`src/rtl/uart_command_sequencer.sv`:
```
// Assembles command + address bytes from the UART RX stream into valid/ready sensor requests.
// Optional inter-byte timeout is built only when UART_CMD_TIMEOUT_EN is defined.
module uart_command_sequencer #(
    parameter int unsigned TIMEOUT_CYCLES = 1000000,
    parameter int unsigned MAX_ADDRESS    = 31
) (
    input  logic       clock,
    input  logic       reset,
    input  logic       has_data,
    input  logic [7:0] data_received,
    input  logic       request_ready,
    output logic       request_valid,
    output logic [7:0] request_command,
    output logic [7:0] request_address,
    output logic       busy,
    output logic       frame_error,
    output logic       overrun
);

    localparam int unsigned TIMER_W = 24;

    typedef enum logic [1:0] {
        WAIT_COMMAND = 2'd0,
        WAIT_ADDRESS = 2'd1,
        ISSUE        = 2'd2
    } state_e;

    state_e     state_q, state_d;
    logic       valid_q, valid_d;
    logic [7:0] cmd_q, cmd_d;
    logic [7:0] addr_q, addr_d;
    logic       busy_q, busy_d;
    logic       frame_error_q, frame_error_d;
    logic       overrun_q, overrun_d;
    logic       addr_ok_c;
    logic       timeout_c;

    assign addr_ok_c = (32'(data_received) <= 32'(MAX_ADDRESS));

`ifdef UART_CMD_TIMEOUT_EN
    localparam logic [TIMER_W-1:0] TIMER_LAST = TIMER_W'(TIMEOUT_CYCLES - 1);

    logic [TIMER_W-1:0] timer_q, timer_d;

    // Timer runs only while waiting for the address; a byte in the last cycle wins.
    always_comb begin
        timer_d = timer_q;
        if (state_q != WAIT_ADDRESS) begin
            timer_d = '0;
        end else if (!has_data) begin
            timer_d = timer_q + TIMER_W'(1);
        end
    end

    assign timeout_c = (state_q == WAIT_ADDRESS) && !has_data && (timer_q == TIMER_LAST);

    always_ff @(posedge clock) begin
        if (reset) begin
            timer_q <= '0;
        end else begin
            timer_q <= timer_d;
        end
    end
`else
    logic unused_timeout;
    assign unused_timeout = ^TIMER_W'(TIMEOUT_CYCLES);
    assign timeout_c      = 1'b0;
`endif

    // State register and registered outputs.
    always_ff @(posedge clock) begin
        if (reset) begin
            state_q       <= WAIT_COMMAND;
            valid_q       <= 1'b0;
            cmd_q         <= 8'h00;
            addr_q        <= 8'h00;
            busy_q        <= 1'b0;
            frame_error_q <= 1'b0;
            overrun_q     <= 1'b0;
        end else begin
            state_q       <= state_d;
            valid_q       <= valid_d;
            cmd_q         <= cmd_d;
            addr_q        <= addr_d;
            busy_q        <= busy_d;
            frame_error_q <= frame_error_d;
            overrun_q     <= overrun_d;
        end
    end

    // Next-state logic.
    always_comb begin
        state_d = state_q;
        unique case (state_q)
            WAIT_COMMAND: begin
                if (has_data) begin
                    state_d = WAIT_ADDRESS;
                end
            end
            WAIT_ADDRESS: begin
                if (has_data) begin
                    state_d = addr_ok_c ? ISSUE : WAIT_COMMAND;
                end else if (timeout_c) begin
                    state_d = WAIT_COMMAND;
                end
            end
            ISSUE: begin
                if (request_ready) begin
                    state_d = WAIT_COMMAND;
                end
            end
            default: state_d = WAIT_COMMAND;
        endcase
    end

    // Output next values; status flags follow the state being entered.
    always_comb begin
        cmd_d         = cmd_q;
        addr_d        = addr_q;
        frame_error_d = 1'b0;
        overrun_d     = 1'b0;
        valid_d       = (state_d == ISSUE);
        busy_d        = (state_d != WAIT_COMMAND);
        unique case (state_q)
            WAIT_COMMAND: begin
                if (has_data) begin
                    cmd_d = data_received;
                end
            end
            WAIT_ADDRESS: begin
                if (has_data && addr_ok_c) begin
                    addr_d = data_received;
                end
                frame_error_d = (has_data && !addr_ok_c) || timeout_c;
            end
            ISSUE: begin
                overrun_d = has_data;
            end
            default: ;
        endcase
    end

    assign request_valid   = valid_q;
    assign request_command = cmd_q;
    assign request_address = addr_q;
    assign busy            = busy_q;
    assign frame_error     = frame_error_q;
    assign overrun         = overrun_q;

endmodule

```
`config.mk`:
```
export PLATFORM = sky130hd
export DESIGN_NAME = uart_command_sequencer
export DESIGN_NICKNAME = d
export VERILOG_FILES = /design/src/rtl/uart_command_sequencer.sv
export SDC_FILE = /design/constraint.sdc
export NUM_CORES = 1
export LEC_CHECK = 0
export CAP_MARGIN = 20
export CORE_UTILIZATION = 33
export DETAILED_ROUTE_END_ITERATION = 10
export PLACE_DENSITY = 0.65
export REMOVE_ABC_BUFFERS = 1
export SYNTH_ARGS = -nofsm -noshare
export SYNTH_HDL_FRONTEND = slang
export SYNTH_SLANG_ARGS = --single-unit
```
`constraint.sdc`:
```
create_clock -name clock -period 3 [get_ports clock]
set_input_delay 0.3 -clock clock [delete_from_list [all_inputs] [get_ports clock]]
set_output_delay 0.3 -clock clock [all_outputs]
set_load 0.02 [all_outputs]
```
==> impl_summary.txt, run 1 <==
----------------------------------------------------
[Worst setup path]
  Maximum net fanout on the critical path ... 8
  Register-to-Register Setup Slack ... 1.43 ns
  Crit end category ... flip-flop
  Worst Path Arrival ... 1.96 ns
  Longest individual stage delay on the worst path ... 0.73 ns
  Critical path cell sequence ... clkdlybuf4s50_1 > nor3b_2 > mux2i_1 > nor2_1
  Critical path start-end classification ... in2reg
  Startpoint class of the critical path ... input pin
  Required time worst endpoint ... 3.18 ns
  Cell with the largest stage delay on the worst path ... sky130_fd_sc_hd__nor3b_2
  Startpoint of the worst register-to-register path ... state_q[0]
  Worst setup path start ... has_data

[Placed design]
  GPL Wtd Cong ... 0.684
  Count of port buffers added during placement ... 31
  Worst slack, placed ... 0.891 ns

[Route]
  Remaining antenna violation count after routing ... 0
  Wire length on met1 ... 740 um
  Total wirelength of the detailed-routed design ... 1620 um
  Top Metal Used ... met4
  Iteration count of the initial detailed-routing pass ... 7
  Drt drc ... 1
  Average detailed-routed wire length per instance ... 11.9 um
  Number of DRC markers in iteration 0 ... 7
  Met2 layer wire length in the routed design ... 770 um
  Vias ... 643
  WL met3 ... 74 um
  Via count normalized by instance count ... 4.73

[Logic synthesis]
  Dominant combinational cell family by area after synthesis ... simple AND/OR/NAND/NOR gates
  Area contributors post-synth ... sky130_fd_sc_hd__dfxtp_1 (51%), sky130_fd_sc_hd__mux2i_1 (15%), sky130_fd_sc_hd__nand2b_1 (7.3%)
  Xor/xnor share of the synthesized area ... 1.02%
  Cell area after technology mapping ... 858 um^2
  Synth Area in Simple Gates ... 24.2%
  Sequential cell area fraction in the yosys report ... 51.3%
  Top cell type by total area after synthesis ... sky130_fd_sc_hd__dfxtp_1
  Post-Synth Adder-Cell Area ... 0%
  Compound-cell area share of the yosys netlist ... 4.81%
  Share of flip-flops with an asynchronous set or reset ... 0%
  Unique masters post-synth ... 20
  Number of enable-type register cells in the synthesized netlist ... 0
  Main synth FF type ... sky130_fd_sc_hd__dfxtp_1
  Synthesized area per cell ... 11.3 um^2
  Post-synthesis sequential element count ... 22
  Cell count after synthesis ... 76
  Yosys top cell area share ... 51.3%
  Synthesis warning total ... 0
  Share of synthesized area spent on multiplexers ... 15.2%

[Finish]
  Top library cells by usage in the layout, fill and taps aside ... sky130_fd_sc_hd__clkdlybuf4s50_1 (31), sky130_fd_sc_hd__dfxtp_1 (22), sky130_fd_sc_hd__mux2i_1 (13), sky130_fd_sc_hd__nand2b_1 (10), sky130_fd_sc_hd__nor2_1 (8)
  Signed area change from the synthesized netlist to the final layout ... 43.1%
  # nets final ... 119
  Share of cells above drive strength 1 ... 8.49%
  Filler cells ... 242
  Most common cell after layout, fill and taps aside ... sky130_fd_sc_hd__clkdlybuf4s50_1
  Diodes inserted ... 0

[Status]
  Outcome ... complete, but fails checks
  Failing checks ... DRC

[STA]
  Final critical path time including I/O delays and setup ... 1.78 ns
  Worst rel slew slack ... 44.9%
  Final worst path period share ... 59.3%
  Max frequency ... 562 MHz
  Sum Neg Setup Slack ... 0 ns
  Transition time at the pin with the least slew margin ... 0.823 ns
  Final count of pins violating max slew ... 0
  Worst setup margin ... 1.22 ns
  Setup repair after global routing missed its margin ... false
  Fin. Hold Viols ... 0
  Setup violations, final ... 0
  Worst setup skew after layout ... 0.0103 ns

[Floorplanning]
  Width of the die ... 53 um
  Starting density of the core ... 34.6%
  Die height ... 53 um
  Std-Cell Rows ... 18
  Core box area ... 2480 um^2
  I/O pin cnt ... 32
  Total Die Area ... 2810 um^2

[CTS]
  Clock buffer count from CTS ... 3
  Clock Root Buffer ... sky130_fd_sc_hd__clkbuf_4
  Clock tree from TritonCTS ... built
  Clock Path Buffers ... 2
  Post-CTS Setup Bufs ... 0
  Worst-path clk slew ... 0.13 ns
  Clock Sinks ... 22
  H-tree Lvls ... 1
  Later-pin clock latency in the skew report ... 0.31 ns
  Post-cts hold buffer count ... 0
  Count of instances resized after the clock tree is built ... 0

[Global routing]
  Global-route wire length before repair ... 2630 um
  Largest net degree at the start of global routing ... 28
  Overall track demand over capacity in global routing ... 13.6%
  Antenna violations before repair ... 0
  Grt total ovfl ... 0
  Via count of the first global-routing pass ... 610

[Pwr]
  Post-layout total power ... 0.000628 W
  Pwr per Cell Area ... 511 nW/um^2
  Static leakage ... 0.482 nW
  Maximum vdd ir drop ... 0.261 mV

[Hold path]
  Worst hold-check path type ... reg2reg
  HP Start ... request_address[5]

[Job]
  Maximum capacitance violations ... 0

----------------------------------------------------
## critical path, delay by kind of cell
family	cells	cell delay [ns]
buffers and inverters	1	0.60
muxes	1	0.27
and+or+nand+nor	2	0.78
## metrics by stage
stage / area (um^2) / cells / util (%) / hold WS (ns)
after global placement: 1180 / 132 / 47.5 / 0.460
after detailed placement: 1180 / 132 / 47.5 / 0.467
final: 1230 / 136 / 49.6 / 0.479
after CTS: 1230 / 136 / 49.6 / 0.486
after floorplan: 828 / 71 / - / 0.372
after global routing: 1230 / 136 / 49.6 / 0.502
## synth_stat cells, drive strengths merged, types with 2 or more instances
master / number
nor3b: 6
dfxtp: 22
o21ba: 2
mux2i: 13
buf: 4
nor2: 9
nand2b: 10
## worst paths after layout
check / to / cells after the start
worst min register to register: request_address[5] / 1
worst max register to register: request_command[6] / 3
worst min-delay path: request_address[5] / 1
worst max-delay path: request_command[6] / 4
## logic make-up after synthesis
group / count (synthesis)
buf+inv: 5
flops: 22
xor+xnor: 1
simple gates: 30
mux: 13
compound gates: 5
## registers in the layout, summed over array words and instances, names as in the netlist
signal	flops
request_command	8
busy	1
request_valid	1
request_address	8
frame_error	1
overrun	1
state_q	2
## cell type report
type                            count  area (um^2)  share of cell area, %
Sequential cell                    22          440                   35.8
Multi-Input combinational cell     49          388                   31.6
Tap cell                           30         37.5                   3.05
Timing Repair Buffer               31          310                   25.3
Clock inverter                      1         30.0                   2.44
Clock buffer                        3         22.5                   1.83
## power by group
part           switching [W]  internal [W]  total [W]
combinational      0.0000405     0.0000480  0.0000885
sequential        0.00000852      0.000304   0.000312
clock              0.0000922      0.000135   0.000227
## layer usage
layer / vias to the layer above / global-route usage, %
met5: - / 0
met3: 3 / 4.31
met4: 0 / 9.21
met2: 19 / 22.8
li1: 321 / -
met1: 300 / 14.4
(Power assumes the default switching activity.)
==> inputs of run 2 (changes only) <==
clock period = 1.8 ns   (was 3 ns; I/O delays follow)
==> run 2 against run 1 <==
Effect of this change:
- core utilization up 0.91 points
- sequential cell count unchanged
- largest cell class unchanged
- critical path depth down 3
- power up 66%
- critical endpoint is now request_address[4]
- combinational power up 73%
- the run still ends with DRC left
- clock skew down 0.0093 ns
==> impl_summary.txt, run 2 (synthesis gave the netlist of run 1 again) <==
----------------------------------------------------
[Status]
  Outcome ... complete, but fails checks
  Failing checks ... DRC

[Global routing]
  Largest net degree at the start of global routing ... 28 (unchanged)
  Via count of the first global-routing pass ... 544 (-11%)
  Overall track demand over capacity in global routing ... 12.4% (-1.2 points)
  Grt total ovfl ... 0 (unchanged)
  Antenna violations before repair ... 0 (unchanged)
  Global-route wire length before repair ... 2440 um (-7.3%)

[Floorplanning]
  Starting density of the core ... 34.6% (unchanged)
  Core box area ... 2480 um^2 (unchanged)
  I/O pin cnt ... 32 (unchanged)
  Std-Cell Rows ... 18 (unchanged)
  Width of the die ... 53 um (unchanged)
  Total Die Area ... 2810 um^2 (unchanged)
  Die height ... 53 um (unchanged)

[Worst setup path]
  Crit end category ... output pin
  Critical path start-end classification ... reg2out
  Required time worst endpoint ... 1.62 ns (-1.56 ns)
  Critical path cell sequence ... clkdlybuf4s50_1
  Longest individual stage delay on the worst path ... 0.61 ns (-0.12 ns)
  Maximum net fanout on the critical path ... 2 (-6)
  Buffers plus inverters on the worst setup path ... 1 (unchanged)
  Cell with the largest stage delay on the worst path ... sky130_fd_sc_hd__clkdlybuf4s50_1
  Kind of cell with the highest combined delay on the critical path ... buffers and inverters
  Startpoint class of the critical path ... flip-flop
  Worst Path Arrival ... 1.27 ns (-0.69 ns)

[Pwr]
  Static leakage ... 0.497 nW (+3.0%)
  Pwr per Cell Area ... 834 nW/um^2 (+63%)
  Portion of total power attributed to combinational logic ... 14.7% (+0.6 points)
  Proportion of total power due to net switching ... 21.8% (-0.66 points)
  Sw power ... 0.000228 W (+61%)
  Clock share of power ... 35.5% (-0.7 points)
  Maximum vdd ir drop ... 1.06 mV (+310%)
  Part of the total power dissipated in sequential elements ... 49.8% (about the same)
  Internal Pwr Total ... 0.000816 W (+68%)

[STA]
  Setup repair after global routing missed its margin ... false
  Final critical path time including I/O delays and setup ... 1.45 ns
  Fin. Hold Viols ... 0 (unchanged)
  Transition time at the pin with the least slew margin ... 0.333 ns (-0.490 ns)
  Worst setup margin ... 0.349 ns (-0.872 ns)
  Worst setup skew after layout ... 0.000997 ns (-0.00926 ns)
  Max frequency ... 689 MHz
  Final count of pins violating max slew ... 0 (unchanged)
  Worst rel slew slack ... 77.8% (+33 points)
  Setup violations, final ... 0 (unchanged)
  Final worst path period share ... 80.6%
  Sum Neg Setup Slack ... 0 ns (unchanged)

[Placed design]
  Worst slack, placed ... 0.246 ns (-0.645 ns)
  GPL Wtd Cong ... 0.722 (+5.6%)
  Placed wire-length estimate ... 1130 um
  Count of port buffers added during placement ... 31 (unchanged)

[Route]
  Number of DRC markers in iteration 0 ... 11 (+4)
  Average detailed-routed wire length per instance ... 11.4 um (-4.3%)
  Via count normalized by instance count ... 4.57 (-3.4%)
  Total wirelength of the detailed-routed design ... 1580 um (-2.2%)
  Drt drc ... 1 (unchanged)
  Iteration count of the initial detailed-routing pass ... 8 (+1)
  Remaining antenna violation count after routing ... 0 (unchanged)
  Vias ... 635 (-1.2%)

[Finish]
  Share of cells above drive strength 1 ... 11.0% (+2.5 points)
  Diodes inserted ... 0 (unchanged)
  # nets final ... 122 (+2.5%)
  Most common cell after layout, fill and taps aside ... sky130_fd_sc_hd__clkdlybuf4s50_1
  Top library cells by usage in the layout, fill and taps aside ... sky130_fd_sc_hd__clkdlybuf4s50_1 (31), sky130_fd_sc_hd__dfxtp_1 (22), sky130_fd_sc_hd__mux2i_1 (13), sky130_fd_sc_hd__nand2b_1 (10), sky130_fd_sc_hd__nor2_1 (8)
  Signed area change from the synthesized netlist to the final layout ... 45.8%

[CTS]
  Clock Path Buffers ... 2 (unchanged)
  Later-pin clock latency in the skew report ... 0.30 ns (about the same)
  H-tree Lvls ... 1 (unchanged)
  Post-CTS Setup Bufs ... 0 (unchanged)
  Clock buffer count from CTS ... 3 (unchanged)
  Clock Sinks ... 22 (unchanged)
  Post-cts hold buffer count ... 0 (unchanged)
  Count of instances resized after the clock tree is built ... 0 (unchanged)
  Clock tree from TritonCTS ... built
  Worst-path clk slew ... 0.12 ns (about the same)
  Clock Root Buffer ... sky130_fd_sc_hd__clkbuf_4

[Job]
  Maximum capacitance violations ... 0 (unchanged)

[Hold path]
  Worst hold-check path type ... in2reg

----------------------------------------------------
## run 2: tightest hold or removal path: cells and delay by family
family,cells,cell delay (ns)
and+or+nand+nor,1,0.08
muxes,1,0.06
buffers and inverters,1,0.42
## run 2: worst paths after layout
check	startpoint	end	slack, ns	depth (start not counted)
setup reg to reg	state_q[0]	request_command[6]	0.62	4
hold / removal	data_received[2]	request_address[2]	0.47	3
hold reg to reg	request_address[6]	request_address[6]	0.48	1
setup / recovery	request_address[4]	request_address[4]	0.35	1
## run 2: layout make-up
class                           count  area [um^2]
Fill cell                         254         1230
Tap cell                           30         37.5
Clock buffer                        3         22.5
Timing Repair Buffer               34          333
Sequential cell                    22          440
Clock inverter                      1         30.0
Multi-Input combinational cell     49          388
## run 2: metal layers
layer / vias up / global-route usage (%) / wire [um]
met2: 19 / 19.8 / 693
met3: 0 / 6.03 / 68
met1: 288 / 14.9 / 820
met5: - / 0 / 0
li1: 328 / - / -
met4: 0 / 2.63 / 0
## run 2: through the flow
stage | instance area [um^2] | std cells | total power (W) | util [%] | hold slack, ns
2_1_floorplan | 828 | 71 | 0.000602 | - | 0.252
3_3_place_gp | 1200 | 135 | 0.000683 | 48.4 | 0.463
3_5_place_dp | 1200 | 135 | 0.000685 | 48.4 | 0.465
4_1_cts | 1250 | 139 | 0.00106 | 50.5 | 0.466
5_1_grt | 1250 | 139 | 0.00110 | 50.5 | 0.477
6_report | 1250 | 139 | 0.00104 | 50.5 | 0.473
## run 2: power by group through the flow
stage               combinational [W]  clock (W)  sequential, W
finish                       0.000153   0.000371       0.000520
floorplan                   0.0000519          0       0.000550
global route                 0.000165   0.000409       0.000523
global placement             0.000152          0       0.000530
detailed placement           0.000154          0       0.000531
CTS                          0.000155   0.000383       0.000520
==> inputs of run 3 (changes only) <==
clock period = 1.35 ns   (was 1.8 ns; I/O delays follow)
==> run 3 against run 2 <==
Effect of this change:
- first-iteration DRC count decreased by 64%
- the flow still finishes with violations (DRC)
- final cell count increased by 2.9%
- largest cell class unchanged
- wire length increased by 3.4%
- critical path type is now reg2reg
==> impl_summary.txt, run 3 (synthesis gave the netlist of run 1 again) <==
----------------------------------------------------
[Hold path]
  Worst hold-check path type ... in2reg

[Finish]
  Share of cells above drive strength 1 ... 14.2% (+3.2 points)
  Filler cells ... 252 (-0.79%)
  Diodes inserted ... 0 (unchanged)
  # nets final ... 127 (+4.1%)
  Multi-input gate area in the final layout ... 388 um^2 (unchanged)
  Final standard cell utilization of the core ... 49.8% (-0.71 points)
  Non-filler cells in the finished layout ... 143 (+2.9%)
  Top library cells by usage in the layout, fill and taps aside ... sky130_fd_sc_hd__dfxtp_1 (22), sky130_fd_sc_hd__dlygate4sd2_1 (20), sky130_fd_sc_hd__mux2i_1 (13), sky130_fd_sc_hd__clkdlybuf4s50_1 (11), sky130_fd_sc_hd__nand2b_1 (10)
  Sequential cell area ... 440 um^2 (unchanged)
  Signed area change from the synthesized netlist to the final layout ... 43.7%
  Most common cell after layout, fill and taps aside ... sky130_fd_sc_hd__dfxtp_1

[Route]
  Remaining antenna violation count after routing ... 0 (unchanged)
  Drt drc ... 2 (+1)
  Number of DRC markers in iteration 0 ... 4 (-7)
  Vias ... 652 (+2.7%)
  Via count normalized by instance count ... 4.56 (-0.19%)
  Total wirelength of the detailed-routed design ... 1640 um (+3.4%)
  Average detailed-routed wire length per instance ... 11.4 um (+0.52%)
  Iteration count of the initial detailed-routing pass ... 7 (-1)

[CTS]
  Clock buffer count from CTS ... 3 (unchanged)
  H-tree Lvls ... 1 (unchanged)
  Clock tree from TritonCTS ... built
  Post-CTS Setup Bufs ... 0 (unchanged)
  Clock Root Buffer ... sky130_fd_sc_hd__clkbuf_4
  Clock Path Buffers ... 2 (unchanged)
  Clock Sinks ... 22 (unchanged)
  Later-pin clock latency in the skew report ... 0.30 ns (about the same)
  Worst-path clk slew ... 0.12 ns (about the same)

[Floorplanning]
  Starting density of the core ... 34.6% (unchanged)
  I/O pin cnt ... 32 (unchanged)
  Total Die Area ... 2810 um^2 (unchanged)
  Die height ... 53 um (unchanged)
  Std-Cell Rows ... 18 (unchanged)
  Core box area ... 2480 um^2 (unchanged)
  Width of the die ... 53 um (unchanged)

[Worst setup path]
  Buffers plus inverters on the worst setup path ... 0 (-1)
  Maximum net fanout on the critical path ... 10 (+8)
  Critical path cell sequence ... nand3b_2 > nor2_8 > mux2i_1
  Crit end category ... flip-flop
  Cell with the largest stage delay on the worst path ... sky130_fd_sc_hd__dfxtp_1
  Required time worst endpoint ... 1.58 ns (-0.04 ns)
  Worst Path Arrival ... 1.44 ns (+0.17 ns)
  Critical path start-end classification ... reg2reg
  Startpoint class of the critical path ... flip-flop
  Kind of cell with the highest combined delay on the critical path ... flip-flops
  Longest individual stage delay on the worst path ... 0.55 ns (-0.06 ns)

[STA]
  Final critical path time including I/O delays and setup ... 1.21 ns
  Sum Neg Setup Slack ... 0 ns (unchanged)
  Final count of pins violating max slew ... 0 (unchanged)
  Max frequency ... 826 MHz
  Transition time at the pin with the least slew margin ... 0.348 ns (+0.0150 ns)
  Worst setup skew after layout ... 0.00404 ns (+0.00304 ns)
  Worst rel slew slack ... 76.8% (-1.0 points)
  Setup violations, final ... 0 (unchanged)
  Fin. Hold Viols ... 0 (unchanged)
  Fin Hold WS ... 0.429 ns (-0.0439 ns)
  Setup repair after global routing missed its margin ... false
  Final worst path period share ... 89.6%

[Global routing]
  Grt total ovfl ... 0 (unchanged)
  Overall track demand over capacity in global routing ... 13.0% (+0.63 points)
  Global-route wire length before repair ... 2590 um (+6.2%)
  Antenna violations before repair ... 0 (unchanged)
  Largest net degree at the start of global routing ... 13 (-54%)
  Via count of the first global-routing pass ... 567 (+4.2%)

[Job]
  Maximum capacitance violations ... 0 (unchanged)

[Pwr]
  Maximum vdd ir drop ... 0.486 mV (-54%)
  Pwr per Cell Area ... 958 nW/um^2 (+15%)
  Static leakage ... 0.594 nW (+20%)

[Status]
  Failing checks ... DRC
  Outcome ... complete, but fails checks

[Placed design]
  Count of port buffers added during placement ... 31 (unchanged)
  GPL Wtd Cong ... 0.741 (+2.6%)
  Placed Instances ... 140 (+3.7%)
  Placed wire-length estimate ... 1250 um (+11%)

----------------------------------------------------
[run 3: cell types whose count changed in the layout (fill, tap and decap cells not counted)]
cell	previous run	this run
sky130_fd_sc_hd__clkdlybuf4s50_1	31	11
sky130_fd_sc_hd__dlygate4sd2_1	0	20
sky130_fd_sc_hd__buf_4	3	8
sky130_fd_sc_hd__bufinv_16	1	0
[run 3: layout make-up]
| cell class | count | area share, % |
|---|---|---|
| Clock buffer | 3 | 1.83 |
| Multi-Input combinational cell | 49 | 31.4 |
| Sequential cell | 22 | 35.7 |
| Tap cell | 30 | 3.04 |
| Timing Repair Buffer | 39 | 28.0 |
[run 3: timing repair]
item / in CTS / in global routing
resized for setup: 20 / 0
hold buffers: 0 / 0
endpoints found under the hold margin: 0 / 0
setup endpoints to repair: 20 / 0
[run 3: where the power goes]
part	internal (W)	switching (W)	leakage (nW)
registers	0.000675	0.0000182	0.179
clock network	0.000104	0.000184	0.0138
logic	0.000108	0.0000922	0.401
total	0.000887	0.000295	0.594
[run 3: worst min-delay path: cells and delay by family]
family / cells / cell delay, ns
mux: 1 / 0.06
simple gates: 1 / 0.08
buf+inv: 1 / 0.42
[run 3: path summary, 6_finish.rpt]
check                          start            endpoint  slack [ns]  cells past startpoint
setup / recovery          state_q[0]  request_address[1]        0.14                      3
hold / removal      data_received[4]  request_address[4]        0.43                      3
setup reg to reg          state_q[0]  request_address[1]        0.14                      3
hold reg to reg   request_address[5]  request_address[5]        0.48                      1
[run 3: layer usage]
metal	track usage, %	vias to the layer above	share of wire, %
met4	7.89	0	0
met3	2.87	0	5.4
met2	19.4	18	47
met5	0	-	0
met1	16.9	301	47
li1	-	333	-
[run 3: stage by stage]
stage / setup WS (ns) / power (W) / instance area (um^2)
after floorplan: 0.0230 / 0.000803 / 828
after global placement: -0.113 / 0.000924 / 1240
after detailed placement: -0.162 / 0.000927 / 1240
after CTS: 0.130 / 0.00121 / 1230
after global routing: 0.000623 / 0.00124 / 1230
final: 0.140 / 0.00118 / 1230
